**config.mk**
```make
export PLATFORM = sky130hd
export DESIGN_NAME = fbdiv_lock_detect
export DESIGN_NICKNAME = d
export VERILOG_FILES = /design/src/rtl/cdr_pkg.sv /design/src/rtl/sync_edge_det.sv /design/src/rtl/fbdiv_lock_detect.sv
export SDC_FILE = /design/constraint.sdc
export NUM_CORES = 1
export LEC_CHECK = 0
export ABC_CLOCK_PERIOD_IN_PS = 5100
export CAP_MARGIN = 25
export CORE_MARGIN = 8
export CORE_UTILIZATION = 25
export CTS_CLUSTER_DIAMETER = 200
export DETAILED_ROUTE_END_ITERATION = 10
export HOLD_SLACK_MARGIN = 0.03
export PLACE_DENSITY = 0.51
export REMOVE_ABC_BUFFERS = 1
export SLEW_MARGIN = 20
export SYNTH_ARGS = -nofsm -noshare
export SYNTH_HDL_FRONTEND = slang
export SYNTH_HIERARCHICAL = 1
export SYNTH_SLANG_ARGS = --single-unit
```
**constraint.sdc**
```tcl
create_clock -name ck -period 5.1 [get_ports ck]
set_clock_uncertainty 0.1 [all_clocks]
set_input_delay 1.02 -clock ck [delete_from_list [all_inputs] [get_ports ck]]
set_output_delay 1.02 -clock ck [all_outputs]
set_load 0.01 [all_outputs]
```
**src/rtl/cdr_pkg.sv**
```systemverilog
// Shared types and default parameters for the CDR feedback-path blocks.
package cdr_pkg;

   typedef enum logic [1:0] {LS_IDLE, LS_ACQ, LS_LOCK, LS_HOLD} lock_state_t;

   localparam int unsigned DIV_W_D       = 8;
   localparam int unsigned CNT_W_D       = 16;
   localparam int unsigned WIN_REF_D     = 32;
   localparam int unsigned TOL_D         = 2;
   localparam int unsigned LOCK_WINS_D   = 4;
   localparam int unsigned UNLOCK_WINS_D = 2;

   // Bits needed to hold the values 0..maxval.
   function automatic int unsigned cnt_w(input int unsigned maxval);
      if (maxval < 2) return 1;
      return $clog2(maxval + 1);
   endfunction

endpackage

```
**src/rtl/sync_edge_det.sv**
```systemverilog
// Two-flop synchronizer for an asynchronous level, plus a third flop for a
// one-cycle rising-edge pulse in the clk domain.
module sync_edge_det (
   input  logic clk,
   input  logic rst,
   input  logic d,
   output logic rise_c
);

   logic s1, s2, s3;

   always_ff @(posedge clk) begin
      if (rst) begin
         s1 <= 1'b0;
         s2 <= 1'b0;
         s3 <= 1'b0;
      end else begin
         s1 <= d;
         s2 <= s1;
         s3 <= s2;
      end
   end

   assign rise_c = s2 & ~s3;

endmodule

```
**src/rtl/fbdiv_lock_detect.sv**
```systemverilog
// Feedback divider (ck / div_n -> divclk) with a refclk-window frequency
// measurement and a hysteretic lock-qualification FSM.
module fbdiv_lock_detect
   import cdr_pkg::*;
#(
   parameter int unsigned DIV_W       = DIV_W_D,
   parameter int unsigned CNT_W       = CNT_W_D,
   parameter int unsigned WIN_REF     = WIN_REF_D,
   parameter int unsigned TOL         = TOL_D,
   parameter int unsigned LOCK_WINS   = LOCK_WINS_D,
   parameter int unsigned UNLOCK_WINS = UNLOCK_WINS_D
) (
   input  logic             ck,
   input  logic             rst,
   input  logic             en,
   input  logic             refclk,
   input  logic [DIV_W-1:0] div_n,
   output logic             divclk,
   output logic [CNT_W-1:0] ref_period,
   output logic             win_valid,
   output logic             locked,
   output lock_state_t      lock_state
);

   localparam int unsigned RCNT_W = cnt_w(WIN_REF - 1);
   localparam int unsigned GCNT_W = cnt_w(LOCK_WINS);
   localparam int unsigned BCNT_W = cnt_w(UNLOCK_WINS);

   logic ref_rise_c;

   sync_edge_det u_ref_sync (
      .clk    (ck),
      .rst    (rst),
      .d      (refclk),
      .rise_c (ref_rise_c)
   );

   // ---------------- divider ----------------
   logic [DIV_W-1:0] dcnt, ncur;
   logic [DIV_W-1:0] n_req_c, dcnt_nxt_c, n_nxt_c;
   logic             wrap_c;

   always_comb begin
      n_req_c    = (div_n < DIV_W'(2)) ? DIV_W'(2) : div_n;
      wrap_c     = (dcnt == ncur - DIV_W'(1));
      dcnt_nxt_c = wrap_c ? '0 : dcnt + DIV_W'(1);
      n_nxt_c    = wrap_c ? n_req_c : ncur;
   end

   // divclk is produced from the next count so it stays phase-aligned with dcnt.
   always_ff @(posedge ck) begin
      if (rst) begin
         dcnt   <= '0;
         ncur   <= DIV_W'(2);
         divclk <= 1'b0;
      end else if (!en) begin
         dcnt   <= '0;
         ncur   <= n_req_c;
         divclk <= 1'b0;
      end else begin
         dcnt   <= dcnt_nxt_c;
         ncur   <= n_nxt_c;
         divclk <= (dcnt_nxt_c < (n_nxt_c >> 1));
      end
   end

   // ---------------- measurement window ----------------
   logic              armed, good_q;
   logic [CNT_W-1:0]  wcnt, exp_q;
   logic [RCNT_W-1:0] rcnt;
   logic [CNT_W-1:0]  exp_c, meas_c, diff_c;
   logic              good_c, sat_c, win_done_c;

   always_comb begin
      exp_c      = CNT_W'(WIN_REF) * CNT_W'(ncur);
      meas_c     = wcnt + CNT_W'(1);
      diff_c     = (meas_c >= exp_q) ? (meas_c - exp_q) : (exp_q - meas_c);
      good_c     = (diff_c <= CNT_W'(TOL));
      sat_c      = armed && (wcnt == '1);
      win_done_c = armed && ref_rise_c && (rcnt == RCNT_W'(WIN_REF - 1));
   end

   // A stuck refclk ends the window as bad and disarms until the next edge.
   always_ff @(posedge ck) begin
      if (rst) begin
         armed      <= 1'b0;
         wcnt       <= '0;
         rcnt       <= '0;
         exp_q      <= '0;
         ref_period <= '0;
         win_valid  <= 1'b0;
         good_q     <= 1'b0;
      end else begin
         win_valid <= 1'b0;
         if (!en) begin
            armed <= 1'b0;
            wcnt  <= '0;
            rcnt  <= '0;
         end else if (sat_c) begin
            ref_period <= '1;
            win_valid  <= 1'b1;
            good_q     <= 1'b0;
            armed      <= 1'b0;
            wcnt       <= '0;
            rcnt       <= '0;
         end else if (!armed) begin
            if (ref_rise_c) begin
               armed <= 1'b1;
               exp_q <= exp_c;
            end
            wcnt <= '0;
            rcnt <= '0;
         end else if (win_done_c) begin
            ref_period <= meas_c;
            win_valid  <= 1'b1;
            good_q     <= good_c;
            wcnt       <= '0;
            rcnt       <= '0;
            exp_q      <= exp_c;
         end else begin
            wcnt <= wcnt + CNT_W'(1);
            if (ref_rise_c) rcnt <= rcnt + RCNT_W'(1);
         end
      end
   end

   // ---------------- lock FSM ----------------
   logic [GCNT_W-1:0] gcnt;
   logic [BCNT_W-1:0] bcnt;

   always_ff @(posedge ck) begin
      if (rst || !en) begin
         lock_state <= LS_IDLE;
         gcnt       <= '0;
         bcnt       <= '0;
         locked     <= 1'b0;
      end else begin
         case (lock_state)
            LS_IDLE: begin
               lock_state <= LS_ACQ;
               gcnt       <= '0;
               bcnt       <= '0;
               locked     <= 1'b0;
            end
            LS_ACQ: begin
               if (win_valid) begin
                  if (!good_q) begin
                     gcnt <= '0;
                  end else if (gcnt == GCNT_W'(LOCK_WINS - 1)) begin
                     lock_state <= LS_LOCK;
                     locked     <= 1'b1;
                     gcnt       <= '0;
                  end else begin
                     gcnt <= gcnt + GCNT_W'(1);
                  end
               end
            end
            LS_LOCK: begin
               if (win_valid && !good_q) begin
                  lock_state <= LS_HOLD;
                  bcnt       <= BCNT_W'(1);
               end
            end
            LS_HOLD: begin
               if (win_valid) begin
                  if (good_q) begin
                     lock_state <= LS_LOCK;
                     bcnt       <= '0;
                  end else if (bcnt == BCNT_W'(UNLOCK_WINS - 1)) begin
                     lock_state <= LS_ACQ;
                     locked     <= 1'b0;
                     gcnt       <= '0;
                     bcnt       <= '0;
                  end else begin
                     bcnt <= bcnt + BCNT_W'(1);
                  end
               end
            end
            default: begin
               lock_state <= LS_IDLE;
               locked     <= 1'b0;
            end
         endcase
      end
   end

endmodule

```
==> summary.txt <==
Status
  – Outcome: complete, no violations

Power
  – Overall power: 1480 µW
  – Maximum vdd ir drop: 0.229 mV
  – Pwr Density: 265 nW/µm²
  – P_leak: 0.00215 µW

Min path
  – Worst Hold Class: reg -> reg

Timing
  – Final hold slack: 0.353 ns
  – RSZ-0062 raised after global routing: no
  – Pins Over Slew Limit: 0
  – Setup TNS: 0 ns
  – Final setup viols: 0
  – Final worst path period share: 92.5%
  – Minimum clock period: 4.72 ns
  – F_max: 212 MHz
  – Actual slew at the worst max-slew pin: 0.929 ns
  – Worst setup margin: 0.381 ns
  – Final hold vios: 0
  – Slew Limit Headroom: 37.7%

Synth
  – Post-synth EDFFs: 0
  – Synth Register Bits: 76
  – Most frequent cells after synthesis: nor2_1 (84), dfxtp_1 (76), ha_1 (29), mux2i_1 (29), nand2_1 (29)
  – Sequential element share of the synthesized area: 32.4%
  – Distinct cells, synth: 70
  – Post-synthesis cell count: 557
  – Mapped Avg Cell Area: 8.44 µm²
  – Area contributors post-synth: dfxtp_1 (32%), ha_1 (7.7%), nor2_1 (6.7%)
  – Mapped cell area: 4700 µm²
  – Ys flop type: dfxtp_1
  – Synth warn: 6
  – Synth top area share: 32.4%
  – Most frequent cell after synthesis: nor2_1
  – Async set or reset register ratio after synthesis: 0%
  – Top cell type by total area after synthesis: dfxtp_1

Clock tree
  – Clk Latency, worst-skew pair: 0.36 ns
  – Longest Clk Path Bufs: 2
  – TritonCTS clock tree: built
  – Num CTS Buffers: 9
  – Clk sinks: 76
  – Clk root buf: clkbuf_16
  – Clock transition at path regs: 0.06 ns
  – H-tree levels: 3
  – Post-CTS Hold Fix Bufs: 0

Drt
  – Pre-Repair DR Iteration Count: 4
  – Via-to-Cell Ratio: 4.88
  – WL final: 12,500 µm
  – Remaining DRCs: 0
  – WL per Instance: 15.3 µm
  – Total number of vias: 3,983
  – Post-route ant nets: 0
  – Starting DRT DRC Count: 231

Worst setup path
  – CP Launch Type: flop
  – Required time of the worst setup path: 5.26 ns
  – CP arrival: 4.88 ns
  – Buffers & Inverters on Critical Path: 2
  – CP Capture Type: flop
  – CP max stage cell: dfxtp_1
  – CP max FO: 9
  – Max incr delay on CP: 0.50 ns
  – Flop-to-flop setup slack: 0.38 ns
  – CP Cell Sequence: ha_1, nand3_1, or2_2, nor2_1, xnor2_1, inv_1, ha_1, and3_1, a221oi_1, nand3_2, nor4b_4, buf_4, mux2i_1, xnor2_1, a2111o_1, or4_1, o31ai_1
  – Setup CP Type: reg -> reg
  – Delay-heaviest family, CP: simple AND/OR/NAND/NOR gates

Floorplan
  – Core area: 18,600 µm²
  – Die width: 153 µm
  – IO Pins: 33
  – Die span in y: 153 µm
  – Row cnt: 50
  – DIE AREA: 23,400 µm²
  – Initial Utilization: 25.3%

Placement
  – Final HPWL DP: 9510 µm
  – Port Buf Inserts: 32
  – GP Congestion: 0.847
  – Pre-CTS setup slack: 0.280 ns

Finish
  – ANT cells: 0
  – Fin nets: 620
  – Fin util: 30.1%
  – Synth-to-Final Area Change: 18.9%
  – Share of cells above drive strength 1: 8.92%

GRT
  – Grt ovf: 0
  – Vias in the first global route: 4,009
  – First-pass GRT wire length: 21,100 µm
  – Initial antenna violation count: 0
  – All-Layer GR Usage: 11.2%
  – Pin count of the biggest net entering global routing: 38

Run
  – Max-capacitance violation count: 0
==> cells by family after synthesis <==
| kind of cell | Yosys count | synth area share, % |
|---|---|---|
| XOR/XNOR | 38 | 7.24 |
| adder cells (fa/ha/maj) | 30 | 8.14 |
| flip-flops | 76 | 32.4 |
| buffers and inverters | 62 | 5.48 |
| AND/OR/NAND/NOR | 222 | 25.0 |
| multiplexers | 30 | 6.49 |
| AO/OA/AOI/OAI | 99 | 15.3 |
==> worst paths after layout <==
check,to,cells after the start,startpoint
max,good_q,17,wcnt[1]
min,u_ref_sync/s2,1,u_ref_sync/s1
max reg2reg,good_q,17,wcnt[1]
min reg2reg,u_ref_sync/s2,1,u_ref_sync/s1
==> placed cells by master, fill, tap and decap left out, types with 15 or more instances in the layout <==
| cell type | instances |
|---|---|
| nor3_1 | 17 |
| mux2i_1 | 29 |
| ha_1 | 29 |
| xnor2_1 | 18 |
| a21oi_1 | 20 |
| xor2_1 | 19 |
| nand2_1 | 29 |
| inv_1 | 28 |
| dfxtp_1 | 75 |
| clkdlybuf4s50_1 | 32 |
| nand3_1 | 15 |
| nor2_1 | 84 |
==> report_power, final <==
group	internal [µW]	switching (µW)	leakage [µW]	total (µW)
sequential	603	14.4	0.000616	617
clock	444	273	0.000152	717
combinational	68.7	77.0	0.00138	146
total	1120	364	0.00215	1480
==> flip-flops by register name, summed over array words and instances, names as in the netlist <==
| register | cells |
|---|---|
| lock_state | 2 |
| divclk | 1 |
| u_ref_sync/s1 | 1 |
| good_q | 1 |
| ncur | 8 |
| rcnt | 5 |
| u_ref_sync/s2 | 1 |
| ref_period | 16 |
| wcnt | 16 |
| u_ref_sync/s3 | 1 |
| dcnt | 8 |
| locked | 1 |
| win_valid | 1 |
| bcnt | 2 |
| exp_q | 8 |
| armed | 1 |
| gcnt | 3 |
==> per-stage QoR <==
| step | instances | area (µm²) |
|---|---|---|
| after floorplan | 523 | 4550 |
| after global placement | 801 | 5260 |
| after detailed placement | 801 | 5260 |
| after CTS | 817 | 5590 |
| after global routing | 817 | 5590 |
| final | 817 | 5590 |
==> repair_timing <==
| action | CTS | global route |
|---|---|---|
| buffers inserted | 0 | 0 |
| gates resized for setup | 0 | 1 |
| endpoints found under the setup margin | 0 | 1 |
==> final cells by class <==
cell class	count	area, µm²
fillers	1942	13000
multi-input cells	419	2930
flip-flops and latches	76	1520
repair buffers	44	410
well taps	234	293
clock buffers	11	243
inverters	28	105
clock inverters	5	83.8
==> routing by layer <==
layer	global-route usage [%]	vias to the layer above	wire length (µm)	part of all wire (%)
met2	18.2	63	5750	46
met5	0	-	0	0
met1	13.5	1879	5890	47
li1	-	2021	-	-
met4	3.77	0	260	2.1
met3	3.86	20	612	4.9
(Power assumes the default switching activity.)
